$ cat src/rtl/rtc_bus_responder.sv
// rtc_bus_responder
// Responder end of the multiplexed address/data RTC bus (active-low A_D, CS,
// WR, RD). Decodes address, write and read cycles against a 16 x 8 register
// file, drives read data back through ad_out/ad_oe (the top level builds the
// tristate), and offers a host port so local logic can update registers.
//
// Ports
//   Clock_in, Reset            system clock, synchronous active-high reset
//   A_D, CS, WR, RD, ad_in     asynchronous bus inputs from the controller
//   ad_out, ad_oe              read data and its output enable
//   host_we/addr/wdata/rdata   host register access, rdata registered
//   wr_strobe, rd_strobe       1-cycle pulses on bus write commit / read end
//   proto_err                  1-cycle pulse on a protocol violation
//
// state | meaning
// IDLE  | no address latched yet
// ADDR  | address cycle in progress, shadowing the bus value
// ARMED | address latched, waiting for a data or new address cycle
// WRITE | write data cycle in progress, shadowing the bus value
// READ  | read data cycle, ad_out driven
module rtc_bus_responder (
   input  logic       Clock_in,
   input  logic       Reset,
   input  logic       A_D,
   input  logic       CS,
   input  logic       WR,
   input  logic       RD,
   input  logic [7:0] ad_in,
   output logic [7:0] ad_out,
   output logic       ad_oe,
   input  logic       host_we,
   input  logic [3:0] host_addr,
   input  logic [7:0] host_wdata,
   output logic [7:0] host_rdata,
   output logic       wr_strobe,
   output logic       rd_strobe,
   output logic       proto_err
);

   typedef enum logic [2:0] {S_IDLE, S_ADDR, S_ARMED, S_WRITE, S_READ} state_t;

   state_t state, state_nxt;

   logic       a_m, a_s, cs_m, cs_s, wr_m, wr_s, rd_m, rd_s;
   logic [7:0] d_m, d_s;
   logic       cs_p, wr_p, rd_p;
   logic       cs_rel, wr_rel, rd_rel, addr_cyc;

   logic [7:0] addr_shadow, addr_reg, data_shadow;
   logic [7:0] regs     [16];
   logic [7:0] regs_nxt [16];
   logic       in_range;
   logic       err_p;

   logic       addr_commit, bus_commit, rd_go, rd_done, err_cond;

   // Synchronisers idle at the bus rest level so reset never looks like a cycle.
   always_ff @(posedge Clock_in) begin
      if (Reset) begin
         a_m  <= 1'b1;  a_s  <= 1'b1;
         cs_m <= 1'b1;  cs_s <= 1'b1;
         wr_m <= 1'b1;  wr_s <= 1'b1;
         rd_m <= 1'b1;  rd_s <= 1'b1;
         d_m  <= 8'h00; d_s  <= 8'h00;
         cs_p <= 1'b1;  wr_p <= 1'b1;  rd_p <= 1'b1;
      end else begin
         a_m  <= A_D;   a_s  <= a_m;
         cs_m <= CS;    cs_s <= cs_m;
         wr_m <= WR;    wr_s <= wr_m;
         rd_m <= RD;    rd_s <= rd_m;
         d_m  <= ad_in; d_s  <= d_m;
         cs_p <= cs_s;  wr_p <= wr_s;  rd_p <= rd_s;
      end
   end

   assign cs_rel   = ~cs_p & cs_s;
   assign wr_rel   = ~wr_p & wr_s;
   assign rd_rel   = ~rd_p & rd_s;
   assign addr_cyc = ~cs_s & ~wr_s & ~a_s;
   assign in_range = (addr_reg[7:4] == 4'h0);

   always_ff @(posedge Clock_in) begin
      if (Reset) state <= S_IDLE;
      else       state <= state_nxt;
   end

   always_comb begin
      state_nxt   = state;
      addr_commit = 1'b0;
      bus_commit  = 1'b0;
      rd_go       = 1'b0;
      rd_done     = 1'b0;
      err_cond    = 1'b0;
      case (state)
         S_IDLE: begin
            if (addr_cyc)
               state_nxt = S_ADDR;
            else if (~cs_s & a_s & (~wr_s | ~rd_s))
               err_cond = 1'b1;
         end
         S_ADDR: begin
            if (cs_rel | wr_rel) begin
               addr_commit = 1'b1;
               state_nxt   = S_ARMED;
            end
         end
         S_ARMED: begin
            if (addr_cyc)
               state_nxt = S_ADDR;
            else if (~cs_s & a_s & ~wr_s & ~rd_s)
               err_cond = 1'b1;
            else if (~cs_s & a_s & ~wr_s)
               state_nxt = S_WRITE;
            else if (~cs_s & a_s & ~rd_s) begin
               rd_go     = 1'b1;
               state_nxt = S_READ;
            end
         end
         S_WRITE: begin
            if (wr_rel | cs_rel) begin
               bus_commit = 1'b1;
               state_nxt  = S_ARMED;
            end
         end
         S_READ: begin
            if (rd_rel | cs_rel) begin
               rd_done   = 1'b1;
               state_nxt = S_ARMED;
            end
         end
         default: state_nxt = S_IDLE;
      endcase
   end

   // Bus write is applied after the host write so it wins on a collision.
   always_comb begin
      regs_nxt = regs;
      if (host_we)
         regs_nxt[host_addr] = host_wdata;
      if (bus_commit && in_range)
         regs_nxt[addr_reg[3:0]] = data_shadow;
   end

   always_ff @(posedge Clock_in) begin
      if (Reset) begin
         for (int i = 0; i < 16; i++) regs[i] <= 8'h00;
         addr_shadow <= 8'h00;
         addr_reg    <= 8'h00;
         data_shadow <= 8'h00;
         ad_out      <= 8'h00;
         ad_oe       <= 1'b0;
         host_rdata  <= 8'h00;
         wr_strobe   <= 1'b0;
         rd_strobe   <= 1'b0;
         proto_err   <= 1'b0;
         err_p       <= 1'b0;
      end else begin
         regs       <= regs_nxt;
         host_rdata <= regs_nxt[host_addr];
         if (state == S_ADDR)  addr_shadow <= d_s;
         if (addr_commit)      addr_reg    <= addr_shadow;
         if (state == S_WRITE) data_shadow <= d_s;
         if (rd_go) begin
            ad_oe  <= 1'b1;
            ad_out <= in_range ? regs[addr_reg[3:0]] : 8'h00;
         end else if (rd_done) begin
            ad_oe  <= 1'b0;
            ad_out <= 8'h00;
         end
         wr_strobe <= bus_commit;
         rd_strobe <= rd_done;
         // One pulse per violation even while the bad level is held.
         err_p     <= err_cond;
         proto_err <= err_cond & ~err_p;
      end
   end

endmodule

$ cat config.mk
export PLATFORM = sky130hd
export DESIGN_NAME = rtc_bus_responder
export DESIGN_NICKNAME = d
export VERILOG_FILES = /design/src/rtl/rtc_bus_responder.sv
export SDC_FILE = /design/constraint.sdc
export NUM_CORES = 1
export LEC_CHECK = 0
export BUFFER_PORTS_ARGS = -buffer_cell sky130_fd_sc_hd__buf_4
export CAP_MARGIN = 10
export CORE_MARGIN = 2
export CORE_UTILIZATION = 40
export DETAILED_ROUTE_END_ITERATION = 10
export MAX_ROUTING_LAYER = met4
export PLACE_DENSITY_LB_ADDON = 0.08
export RECOVER_POWER = 50
export SLEW_MARGIN = 30
export SYNTH_ARGS = -nofsm -noshare
export SYNTH_HDL_FRONTEND = slang
export SYNTH_SLANG_ARGS = --single-unit
export TNS_END_PERCENT = 10
$ cat constraint.sdc
create_clock -name Clock_in -period 3.06 [get_ports Clock_in]
set_input_delay 0.765 -clock Clock_in [delete_from_list [all_inputs] [get_ports Clock_in]]
set_output_delay 0.765 -clock Clock_in [all_outputs]
set_load 0.03 [all_outputs]
==> results.txt, run 1 <==
- In this run, CTS created clock tree buffers numbering 25.
* Capture instance of the worst register-to-register path: host_rdata[6]
* IR drop worst, VDD: 0.313 mV
- Initial DRC Count: about 930
* Wire length of the first global-routing pass: 57400 µm
- Summing the sequential cell areas from Yosys gives 37.9% of the chip area.
* Top achievable clock speed: 360 MHz
- CP max FO: 3
- The floorplan step set the die width to 168 µm.
* Switching component of the power: 0.00149 W
- Row Count: a little under 60
- The tightest min-delay check is of the reg -> reg type.
- For this configuration, the core starts out at a cell density of 40.9%.
* Final worst clock skew: between 0.01 and 0.015 ns
* Max reg flops: about 130
- More flip-flops sit in one register than any other, and that register is regs.
- Clock-pin slew was measured on the worst setup and hold paths at 0.07 ns.
- Net switching is 24.3% of the power.
* Placed Area: 11700 µm²
- Along the worst hold path, the cell count comes to 1.
- Minimum clock period: 2.78 ns
- The synthesized netlist contains 60 unique library cells.
* Result of the run: finished, violations left
- The internal power of the cells totals roughly 0.0047 W.
- Via/cell ratio: 6.04
* Number of buffers added on ports: 46
- Slew @ Worst Pin: ~2.2 ns
- Reg-to-Reg Start: addr_reg[4]
- Fillers: 2556
- Number of buffers between clock root and the deepest sink: 3
- Synthesis produced a netlist with a net count of 1204.
* R2R cell count: 8
- Worst slew margin relative to its limit: -49.5%
- The clock network burns 48.3% of the power.
- The floorplan step defined a die boundary enclosing about 28000 µm².
* Fin. max-slew vios: between 150 and 200
- Post-CTS Hold Fix Bufs: 0
- H-Tree Depth: 1
- Portion of total power attributed to sequential cells: roughly 44%
- After detailed routing, the number of remaining DRC violations is 0.
- Across every metal layer, demand over resource in global routing totals 27.6%.
- The checks that failed: max-capacitance violations, max-slew violations.
* Half-perimeter wire length after placement: 27300 µm
- Once the clock tree was built, the resizer swapped 0 gates to a different size.
- Tcrit/Tclk final: 90.8%
- Area overhead of the layout relative to synthesis: 15.9%
- Global placer's final weighted congestion: 0.977
- The final layout contains 1246 nets.
- Critical Path Start: addr_reg[4]
- For flop-to-flop paths, the worst setup slack is 0.28 ns.
- Post-Route WL: 38000 µm
- Final hold vios: 0
* Number of antenna violations at the first check in global routing: 2
- Combinational group share of total power: 7.4%
* Core Box Area: 26200 µm²
* CTS root buffer: sky130_fd_sc_hd__clkbuf_16
- Measured along the y axis, the die boundary spans ~170 µm.
* Ratio of total power to cell area: 494 nW/µm²
- After synthesis, the mean cell area works out to 9.11 µm².
- TritonCTS built the clock tree.
- Share of flip-flops with an asynchronous set or reset: 0%
* Setup repair after global routing missed its margin: false
- At the worst endpoint, the required time is 3.52 ns.
- For the final routed database, the setup TNS stands at 0 ns.
- After routing the design area is around 12000 µm².
- Detail-routed net length per standard cell: ~24 µm
- Arrival time of the worst setup path: 3.24 ns
* Cell count after synthesis: 1177
* Element type at the critical path start: register
- Number of enable flip-flop cells after synthesis: 0
- Max_cap viols: 1
* Yosys warnings: 0
- The mapped netlist covers roughly 11000 µm².
* Ports: 47
* Commonest register cell after synthesis: sky130_fd_sc_hd__dfxtp_1
* Layout cells sized above 1: 19.4%
- Pin count of the biggest net entering global routing: roughly 180
* Leakage power: 5.00 nW
- Total iterations of the first detailed-routing run: 5
* CP Capture Point: host_rdata[6]
* CTS Sinks: 203
- STA classifies the critical path endpoint as a register.
- Post-synthesis register bit count: a little over 200
- Setup-violating endpoint count in the final report: 0
* Category of the most critical setup path: reg -> reg
* Number of buffers added for setup after CTS: 0
- Number of global-route vias before repair: 8936
- The total overflow left after global routing is 0.
* Clock latency of the later-clocked register in the worst-skew pair: 0.53 ns
- The count of nets left with antenna violations once routing finished came out at 0.
- Number of vias after detailed routing: 9488
## cell families (layout without fill, tap and decap cells)
kind of cell	count (synthesis)	in the layout	synth area share [%]
other	0	1	0
flip-flops	203	203	37.9
buffers and inverters	119	176	4.36
AND/OR/NAND/NOR	414	414	18.1
multiplexers	188	188	22.6
adder cells (fa/ha/maj)	1	1	0.0933
AO/OA/AOI/OAI	250	250	16.8
XOR/XNOR	2	2	0.163
## layout make-up
cell class	count	area (µm²)	share of cell area (%)
Timing Repair Buffer	128	908	7.31
Inverter	6	22.5	0.181
Clock buffer	35	723	5.82
Antenna cell	1	2.50	0.0201
Tap cell	335	419	3.37
Sequential cell	203	4070	32.7
Clock inverter	7	85.1	0.684
Multi-Input combinational cell	855	6200	49.9
## layout by cell type, fill, tap and decap left out, types with 4 or more instances in the layout
cell type                   count
sky130_fd_sc_hd__nor2_1       166
sky130_fd_sc_hd__a211oi_1      65
sky130_fd_sc_hd__and3_1         4
sky130_fd_sc_hd__or2_2         13
sky130_fd_sc_hd__nand2b_1       7
sky130_fd_sc_hd__a221oi_1       5
sky130_fd_sc_hd__clkbuf_16     25
sky130_fd_sc_hd__inv_1          6
sky130_fd_sc_hd__o22ai_1        5
sky130_fd_sc_hd__a22oi_1       20
sky130_fd_sc_hd__dfxtp_1      201
sky130_fd_sc_hd__nand3_1       65
sky130_fd_sc_hd__a31oi_1        4
sky130_fd_sc_hd__o21ai_0       36
sky130_fd_sc_hd__nand4_1        8
sky130_fd_sc_hd__nor2b_1       24
sky130_fd_sc_hd__mux2_2        34
sky130_fd_sc_hd__buf_4        100
sky130_fd_sc_hd__mux4_2        40
sky130_fd_sc_hd__a21oi_1       49
sky130_fd_sc_hd__o211ai_1       8
sky130_fd_sc_hd__a211o_1        5
sky130_fd_sc_hd__mux2i_1      114
sky130_fd_sc_hd__nand3b_1       4
sky130_fd_sc_hd__clkbuf_1      28
sky130_fd_sc_hd__clkbuf_8       6
sky130_fd_sc_hd__nand2_1       84
sky130_fd_sc_hd__and2_1        12
sky130_fd_sc_hd__a32oi_1       16
sky130_fd_sc_hd__o2111ai_1     12
sky130_fd_sc_hd__clkinv_2       5
sky130_fd_sc_hd__nor4_1         4
## critical path, cell delays in order, from the launching register on
cell and delay [ns]:
sky130_fd_sc_hd__dfxtp_1 0.34, sky130_fd_sc_hd__or4_1 0.65, sky130_fd_sc_hd__buf_4 0.22, sky130_fd_sc_hd__a2111oi_4 0.41, sky130_fd_sc_hd__a21oi_1 0.17, sky130_fd_sc_hd__a32oi_1 0.18, sky130_fd_sc_hd__nand4bb_1 0.11, sky130_fd_sc_hd__or4b_1 0.54
sky130_fd_sc_hd__o21ai_1 0.10
## per-stage QoR
stage                     std cells  setup WS (ns)  total power [W]  hold WS (ns)  util (%)
final                          1570          0.280          0.00615         0.382      47.4
after global routing           1570          0.168          0.00633         0.404      47.4
after CTS                      1569          0.299          0.00620         0.387      47.8
after detailed placement       1527          0.253          0.00324         0.379      44.7
after global placement         1527          0.247          0.00324         0.371      44.7
after floorplan                1177          0.346          0.00304         0.367         -
## Yosys cell counts (2+ instances only)
cell	n	area share (%)
sky130_fd_sc_hd__a2111oi_4	3	0.77
sky130_fd_sc_hd__a211o_1	5	0.41
sky130_fd_sc_hd__a211oi_1	65	4.6
sky130_fd_sc_hd__a21o_1	2	0.14
sky130_fd_sc_hd__a21oi_1	49	2.3
sky130_fd_sc_hd__a221oi_1	5	0.41
sky130_fd_sc_hd__a22o_1	3	0.25
sky130_fd_sc_hd__a22oi_1	20	1.4
sky130_fd_sc_hd__a31oi_1	4	0.23
sky130_fd_sc_hd__a32oi_1	16	1.3
sky130_fd_sc_hd__and2_0	2	0.12
sky130_fd_sc_hd__and2_1	12	0.70
sky130_fd_sc_hd__and3_1	4	0.23
sky130_fd_sc_hd__and3b_1	3	0.25
sky130_fd_sc_hd__buf_1	14	0.49
sky130_fd_sc_hd__buf_2	17	0.79
sky130_fd_sc_hd__clkbuf_1	82	2.9
sky130_fd_sc_hd__dfxtp_1	203	38
sky130_fd_sc_hd__inv_1	6	0.21
sky130_fd_sc_hd__mux2_2	34	3.6
sky130_fd_sc_hd__mux2i_1	114	11
sky130_fd_sc_hd__mux4_2	40	8.4
sky130_fd_sc_hd__nand2_1	84	2.9
sky130_fd_sc_hd__nand2b_1	7	0.41
sky130_fd_sc_hd__nand3_1	65	3.0
sky130_fd_sc_hd__nand3b_1	4	0.28
sky130_fd_sc_hd__nand4_1	8	0.47
sky130_fd_sc_hd__nor2_1	166	5.8
sky130_fd_sc_hd__nor2b_1	24	1.4
sky130_fd_sc_hd__nor3b_1	3	0.21
sky130_fd_sc_hd__nor4_1	5	0.29
sky130_fd_sc_hd__nor4b_1	3	0.25
sky130_fd_sc_hd__o2111ai_1	12	0.98
sky130_fd_sc_hd__o211ai_1	8	0.56
sky130_fd_sc_hd__o21ai_0	36	1.7
sky130_fd_sc_hd__o221ai_1	3	0.25
sky130_fd_sc_hd__o22ai_1	5	0.29
sky130_fd_sc_hd__o2bb2a_1	3	0.28
sky130_fd_sc_hd__o2bb2ai_1	3	0.25
sky130_fd_sc_hd__or2_2	13	0.76
sky130_fd_sc_hd__or3_1	2	0.12
sky130_fd_sc_hd__xnor2_1	2	0.16
## metal layers
layer | global-route usage, % | vias up | wire, µm
met5 | - | - | 0
met4 | 5.71 | 0 | 686
met3 | 4.33 | 55 | 2620
met2 | 42.8 | 353 | 17100
met1 | 38.3 | 4655 | 17500
li1 | - | 4425 | -
## power groups by stage
stage / clock (W) / sequential [W] / combinational [W]
finish: 0.00297 / 0.00272 / 0.000457
CTS: 0.00302 / 0.00272 / 0.000462
global route: 0.00311 / 0.00272 / 0.000490
global placement: 0 / 0.00278 / 0.000460
detailed placement: 0 / 0.00278 / 0.000460
floorplan: 0 / 0.00279 / 0.000257
## worst min-delay path by stage
stage	start	end	slack [ns]
floorplan	err_p	proto_err	0.37
global placement	err_p	proto_err	0.37
detailed placement	err_p	proto_err	0.38
CTS	err_p	proto_err	0.39
global route	err_p	proto_err	0.40
finish	err_p	proto_err	0.38
No activity file was read; power rests on OpenSTA's default activity.
==> run 2, diff against run 1 <==
--- a/config.mk
+++ b/config.mk
@@ -9,6 +9,7 @@
 export CAP_MARGIN = 10
 export CORE_MARGIN = 2
 export CORE_UTILIZATION = 40
+export CTS_BUF_LIST = sky130_fd_sc_hd__clkbuf_4 sky130_fd_sc_hd__clkbuf_8 sky130_fd_sc_hd__clkbuf_16
 export DETAILED_ROUTE_END_ITERATION = 10
 export MAX_ROUTING_LAYER = met4
 export PLACE_DENSITY_LB_ADDON = 0.08
==> run 2 against run 1 <==
- the run still ends with max-capacitance violations, max-slew violations left
- clock power is essentially flat
- setup slack gained 0.022 ns
- final area increased by 0.12%
- combinational power is essentially flat
- critical path depth did not move
- sequential power barely moved
- sequential share of layout area about the same
- hold slack hardly changed
- clock-buffer cell count did not move
- die area stayed put
- clock skew decreased by 0.0015 ns
- critical endpoint unchanged
- largest power group unchanged
- highest routed layer unchanged
==> results.txt, run 2 (synthesis gave the netlist of run 1 again) <==
- The flow ran to the end, but the final reports show violations.
* Violations in the final reports: max-capacitance violations, max-slew violations
- Overall track demand over capacity in global routing: between 20% and 30%
- Detail-routed net length per standard cell: 24.2 µm
- The congestion estimate from routability-driven global placement came to 0.977.
* Worst path max stage delay: 0.65 ns
- Leading cell types in the layout, fill and taps excluded: sky130_fd_sc_hd__dfxtp_1, sky130_fd_sc_hd__nor2_1, sky130_fd_sc_hd__mux2i_1
* Clock latency of the later-clocked register in the worst-skew pair: around 0.53 ns
- Clock Pin Slew Worst Setup and Hold Paths: 0.06 ns
- Area overhead of the layout relative to synthesis: 16.1%
- Post-route design area: between 10000 and 15000 µm²
* Worst EP required: between 3 and 4 ns
* Post-Route WL: 37900 µm
- Worst-path cell chain: or4_1, buf_4, a2111oi_4, a21oi_1, a32oi_1, nand4bb_1, or4b_1, o21ai_1
- Path type of the worst min-delay path: reg -> reg
- Number of antenna violations at the first check in global routing: 2
- Minimum clock period: 2.76 ns
- The detailed router finished its first iteration with 965 violations.
* Wire length of the first global-routing pass: 57400 µm
- The final critical path takes up about 90% of the cycle.
* Initial Util: 40.9%
- Global route total overflow: 0
- Worst slew margin relative to its limit: -48.6%
- Fillers: 2552
- CP max FO: 3
- Final sum of negative setup slack: 0 ns
- Final worst clock skew: ~0.011 ns
- Number of vias after detailed routing: 9401
* Placed Area: 11700 µm²
- Post-CTS resize count: 0
- The tool flagged a number of max-cap violations equal to 1.
- Clock share of power: between 40 and 50%
- Most frequent standard cell in the layout excluding fill and tap cells: sky130_fd_sc_hd__dfxtp_1
- Entering global routing, the biggest net connects 184 pins.
* Post-CTS Hold Fix Bufs: 0
* Ports: 47
- Net Sw Frac: between 20 and 25%
- Share of the core filled with cells in the final layout: between 40% and 50%
* Slew @ Worst Pin: between 2 and 2.5 ns
- Together, buffers and inverters on the worst path number 1.
* Number of buffers added for setup after CTS: 0
- Hold wc startpoint: err_p
- H-Tree Depth: 1
- VDD sags by at most 0.313 mV.
- Antenna Violating Nets Remaining: 0
- The final count of hold timing violations was 0.
- Core Box Area: 26200 µm²
* Total iterations of the first detailed-routing run: 7
- Ratio of total power to cell area: 496 nW/µm²
* DRC violation count after routing: 0
- Summed over all nets, the half-perimeter wirelength after detailed placement is 27300 µm.
- In this design, the largest share of critical-path delay is due to simple AND/OR/NAND/NOR gates.
* Portion of total power attributed to sequential cells: between 40% and 50%
- Reg with most FFs: regs
- The die is approximately 170 µm tall.
* Setup repair after global routing missed its margin: false
- At the worst endpoint, the arrival time is between 3 and 4 ns.
- Cell-internal power: 0.00469 W
- The critical path is of the reg -> reg type.
* Die Outline Area: approximately 28000 µm²
* Width of the die: 168 µm
* CTS Sinks: slightly above 200
- CTS tree: built
- Row Count: 59
* Combinational group share of total power: roughly 7.4%
- The worst setup path is launched from a register.
- After detailed routing, the number of vias per cell comes to 5.99.
- CTS placed an instance of sky130_fd_sc_hd__clkbuf_16 at the clock tree root.
* Number of buffers added by the clock tree synthesis step: 25
- Leakage power: 5.01 nW
* Layout cells sized above 1: about a fifth
- Top achievable clock speed: 363 MHz
- Number of buffers added on ports: 46
* Crit path max-delay cell type: sky130_fd_sc_hd__or4_1
* Reg-to-Reg Start: addr_reg[4]
- The number of global-route vias before repair is 8926.
* Number of buffers between clock root and the deepest sink: 3
* Fin. max-slew vios: between 150 and 200
* Max reg flops: 128
- Summed over all nets, the switching power comes to 0.00149 W.
- Final-stage net count: 1246
- The most critical setup path has its startpoint at addr_reg[4].
* Setup-violating endpoint count in the final report: 0
- Endpoint class of the critical path: register
## run 2: path summary, 6_finish.rpt
kind / slack (ns) / cells after the start / to
max: 0.30 / 8 / host_rdata[6]
min: 0.38 / 1 / proto_err
max reg2reg: 0.30 / 8 / host_rdata[6]
min reg2reg: 0.38 / 1 / proto_err
## run 2: power by group through the flow
stage	logic, W	clock network [W]	registers, W
after global routing	0.000490	0.00315	0.00272
after floorplan	0.000257	0	0.00279
after global placement	0.000460	0	0.00278
after CTS	0.000462	0.00305	0.00272
final	0.000458	0.00300	0.00272
after detailed placement	0.000460	0	0.00278
## run 2: final cells by class
class                           instances  area, µm²  share of cell area (%)
Tap cell                              335        419                    3.37
Inverter                                6       22.5                   0.181
Clock buffer                           35        738                    5.93
Timing Repair Buffer                  128        908                    7.30
Sequential cell                       203       4070                    32.7
Multi-Input combinational cell        855       6200                    49.8
Clock inverter                          7       85.1                   0.684
Antenna cell                            1       2.50                  0.0201
## run 2: layer usage
layer  up-vias  global-route usage (%)  wire [µm]
met5         -                       -          0
met4         0                    5.67        669
met3        54                    4.33       2530
met2       348                    42.7      17200
met1      4576                    38.4      17500
li1       4423                       -          -
## run 2: per-stage QoR
stage | power (W) | hold slack (ns) | setup WS (ns) | instances
floorplan | 0.00304 | 0.367 | 0.346 | 1177
global placement | 0.00324 | 0.371 | 0.247 | 1527
detailed placement | 0.00324 | 0.379 | 0.253 | 1527
CTS | 0.00623 | 0.387 | 0.299 | 1569
global route | 0.00636 | 0.404 | 0.168 | 1570
finish | 0.00618 | 0.382 | 0.302 | 1570
==> run 3, diff against run 2 <==
--- a/config.mk
+++ b/config.mk
@@ -5,6 +5,7 @@
 export SDC_FILE = /design/constraint.sdc
 export NUM_CORES = 1
 export LEC_CHECK = 0
+export ABC_AREA = 1
 export BUFFER_PORTS_ARGS = -buffer_cell sky130_fd_sc_hd__buf_4
 export CAP_MARGIN = 10
 export CORE_MARGIN = 2
==> run 3 against run 2 <==
- the run still ends with max-capacitance violations, max-slew violations left
- clock power up 14%
- highest routed layer unchanged
- power increased by 8.2%
- flip-flop and latch count unchanged
- final area up 8.6%
- largest power group unchanged
- synthesized area is 9.6% higher
- critical path type unchanged
==> results.txt, run 3 <==
* Final worst clock skew: 0.0143 ns
- Number of buffers added on ports: 46
* Number of library cell types mapped by synthesis: 26
- Dividing the detail-routed wire length by the instance count gives slightly below 20 µm.
- Netlist Area Pre-Place: 11800 µm²
- Minimum clock period: 2.94 ns
* Final sum of negative setup slack: 0 ns
* Antenna fix cells: 0
* CTS root buffer: sky130_fd_sc_hd__clkbuf_16
- Area overhead of the layout relative to synthesis: 14.9%
* Layout cells sized above 1: 8.44%
* Arrival time of the worst setup path: 3.35 ns
- Leaving out fill and tap cells, the most frequent cell in the layout is sky130_fd_sc_hd__nand2_1.
- The run finished, with violations left.
- Ports: 47
* Post-route design area: about 14000 µm²
- Leakage power: 6.40 nW
- CTS tree: built
- IR drop worst, VDD: 0.453 mV
- Core Box Area: just under 30000 µm²
- Leading area contributor after synthesis: sky130_fd_sc_hd__dfxtp_1
* Smallest hold slack: 0.394 ns
- The number of antenna violations at the first check in global routing came to 0.
- Clock-pin slew was measured on the worst setup and hold paths at 0.06 ns.
- The worst setup path is launched from a register.
- CTS Sinks: a little over 200
* Biggest area contributors in the synthesized netlist: sky130_fd_sc_hd__dfxtp_1, sky130_fd_sc_hd__nand2_1, sky130_fd_sc_hd__nand3_1
- Counting every instance in the synthesized netlist gives 1996.
- The initialized floorplan defines 62 standard-cell rows.
- The number of gates resized after CTS was 0.
- Leading post-synthesis cells by instance count: sky130_fd_sc_hd__nand2_1, sky130_fd_sc_hd__nor2_1, sky130_fd_sc_hd__nand3_1
- Final hold vios: 0
- After detailed routing, the total wire length is about 48000 µm.
* Pin count of the biggest net entering global routing: approximately 110
- Fin. max-slew vios: 68
- Clock latency of the later-clocked register in the worst-skew pair: around 0.54 ns
* WHS Path Cells: 2
- The worst pin sits at a relative slew slack of -2.99%.
- CTS built an H-tree with a depth of 1.
- In this run the worst path has a maximum fanout of 9.
- Measured along the y axis, the die boundary spans 175 µm.
- Static timing analysis puts the maximum clock frequency at 340 MHz.
- The final reports fail on max-capacitance violations, max-slew violations.
- DRC violation count after routing: 0
- The register with the most flip-flops in the layout has around 130 of them.
- After the last flow step, the layout net total stands at roughly 2.1k.
- The number of nets handed over by synthesis was 2023.
- The die is 175 µm wide.
- The number of global-route vias before repair is 11.9k.
- Initial Util: 40.7%
- Across the run, the number of max-cap violations was 1.
* Total chip power: 0.00669 W
* Path type of the worst min-delay path: reg -> reg
* Share of synthesized area occupied by flip-flops and latches: about a third
- Each instance of the synthesized netlist takes up on average 5.89 µm².
- The first detailed-routing pass ran for 8 iterations.
* Number of buffers added by the clock tree synthesis step: 25
- Overall track demand over capacity in global routing: 31.8%
- Leaving out fill and tap cells, the most frequent cells in the layout are sky130_fd_sc_hd__nand2_1, sky130_fd_sc_hd__nor2_1, sky130_fd_sc_hd__nand3_1.
- Initial DRC Count: 1279
* Reg with most FFs: regs
* Tcrit/Tclk final: a little over nine tenths
- Setup repair after global routing left no endpoint under its margin.
- Post-CTS Hold Fix Bufs: 0
- Endpoint class of the critical path: register
- Number of buffers between clock root and the deepest sink: 3
- Once placement finished, the instance area stood at 12700 µm².
- At the worst endpoint, the required time is 3.47 ns.
- R2R cell count: 11
- The detail route stage leaves a number of antenna-violating nets equal to 0.
* Category of the most critical setup path: reg -> reg
- Setup-violating endpoint count in the final report: 0
- Summed over all layers, the global routing overflow is 0.
* Slew @ Worst Pin: 1.54 ns
- Number of enable flip-flop cells after synthesis: 0
- Buffers added to address setup during post-CTS repair amount to 0.
* Via/cell ratio: 5.35
* Most frequent cell after synthesis: sky130_fd_sc_hd__nand2_1
* Share of flip-flops with an asynchronous set or reset: 0%
- Ratio of total power to cell area: 495 nW/µm²
* Global placer's final weighted congestion: 0.959
* Half-perimeter wire length after placement: 33700 µm
- Post-synthesis register bit count: 203
- The routed layout has ~13k vias.
- Yosys warnings: 0
- Wire length of the first global-routing pass: 72200 µm
* Die Outline Area: 30800 µm²
* Post-synth top area share: 34.6%
- Share of the core filled with cells in the final layout: 46.8%
- For this run, the leading register cell type out of synthesis is sky130_fd_sc_hd__dfxtp_1.
-- run 3: path summary, 6_finish.rpt --
| check | startpoint | endpoint | slack (ns) |
|---|---|---|---|
| worst min-delay path | d_m[5] | d_s[5] | 0.39 |
| worst min register to register | d_m[5] | d_s[5] | 0.39 |
| worst max register to register | addr_reg[1] | host_rdata[2] | 0.12 |
| worst max-delay path | addr_reg[1] | host_rdata[2] | 0.12 |
-- run 3: logic make-up (layout without fill, tap and decap cells) --
group / count (synthesis) / in the layout / synth area share (%)
buf+inv: 274 / 339 / 9.36
flops: 203 / 203 / 34.6
compound gates: 200 / 200 / 9.77
simple gates: 1319 / 1319 / 46.3
-- run 3: layout make-up --
cell class | count | area (µm²)
Inverter | 184 | 691
Clock inverter | 16 | 268
Clock buffer | 28 | 667
Timing Repair Buffer | 111 | 769
Fill cell | 3177 | 15300
Multi-Input combinational cell | 1519 | 6580
Tap cell | 384 | 480
Sequential cell | 203 | 4060
-- run 3: report_power, final --
part	switching (W)	total [W]	leakage, nW	internal (W)
Combinational	0.000384	0.000525	4.30	0.000141
Clock	0.00127	0.00342	0.457	0.00215
Sequential	0.0000341	0.00274	1.64	0.00271
-- run 3: metrics by stage --
step / instances / setup WS, ns
5_1_grt: 2445 / 0.0412
4_1_cts: 2445 / 0.228
6_report: 2445 / 0.120
3_3_place_gp: 2401 / 0.211
2_1_floorplan: 1996 / 0.792
3_5_place_dp: 2401 / 0.209
-- run 3: critical path, cell delays in order, from the launching register on --
cell	delay (ns)
sky130_fd_sc_hd__dfxtp_1	0.37
sky130_fd_sc_hd__nor2_2	0.49
sky130_fd_sc_hd__buf_4	0.30
sky130_fd_sc_hd__nand2_1	0.09
sky130_fd_sc_hd__nor2_1	0.53
sky130_fd_sc_hd__nand2_1	0.14
sky130_fd_sc_hd__nand3_1	0.12
sky130_fd_sc_hd__nand2_1	0.07
sky130_fd_sc_hd__o21ai_0	0.36
sky130_fd_sc_hd__nand2_1	0.18
sky130_fd_sc_hd__nor2_1	0.12
sky130_fd_sc_hd__nor2_1	0.04
-- run 3: layer usage --
layer / GRT usage [%] / vias up / wire [µm] / share of wire (%)
met2: 47.3 / 642 / 20400 / 43
li1: - / 6415 / - / -
met4: 13.2 / 0 / 2290 / 4.8
met3: 4.39 / 113 / 4370 / 9.1
met1: 43.3 / 5905 / 20700 / 43
met5: - / - / 0 / 0
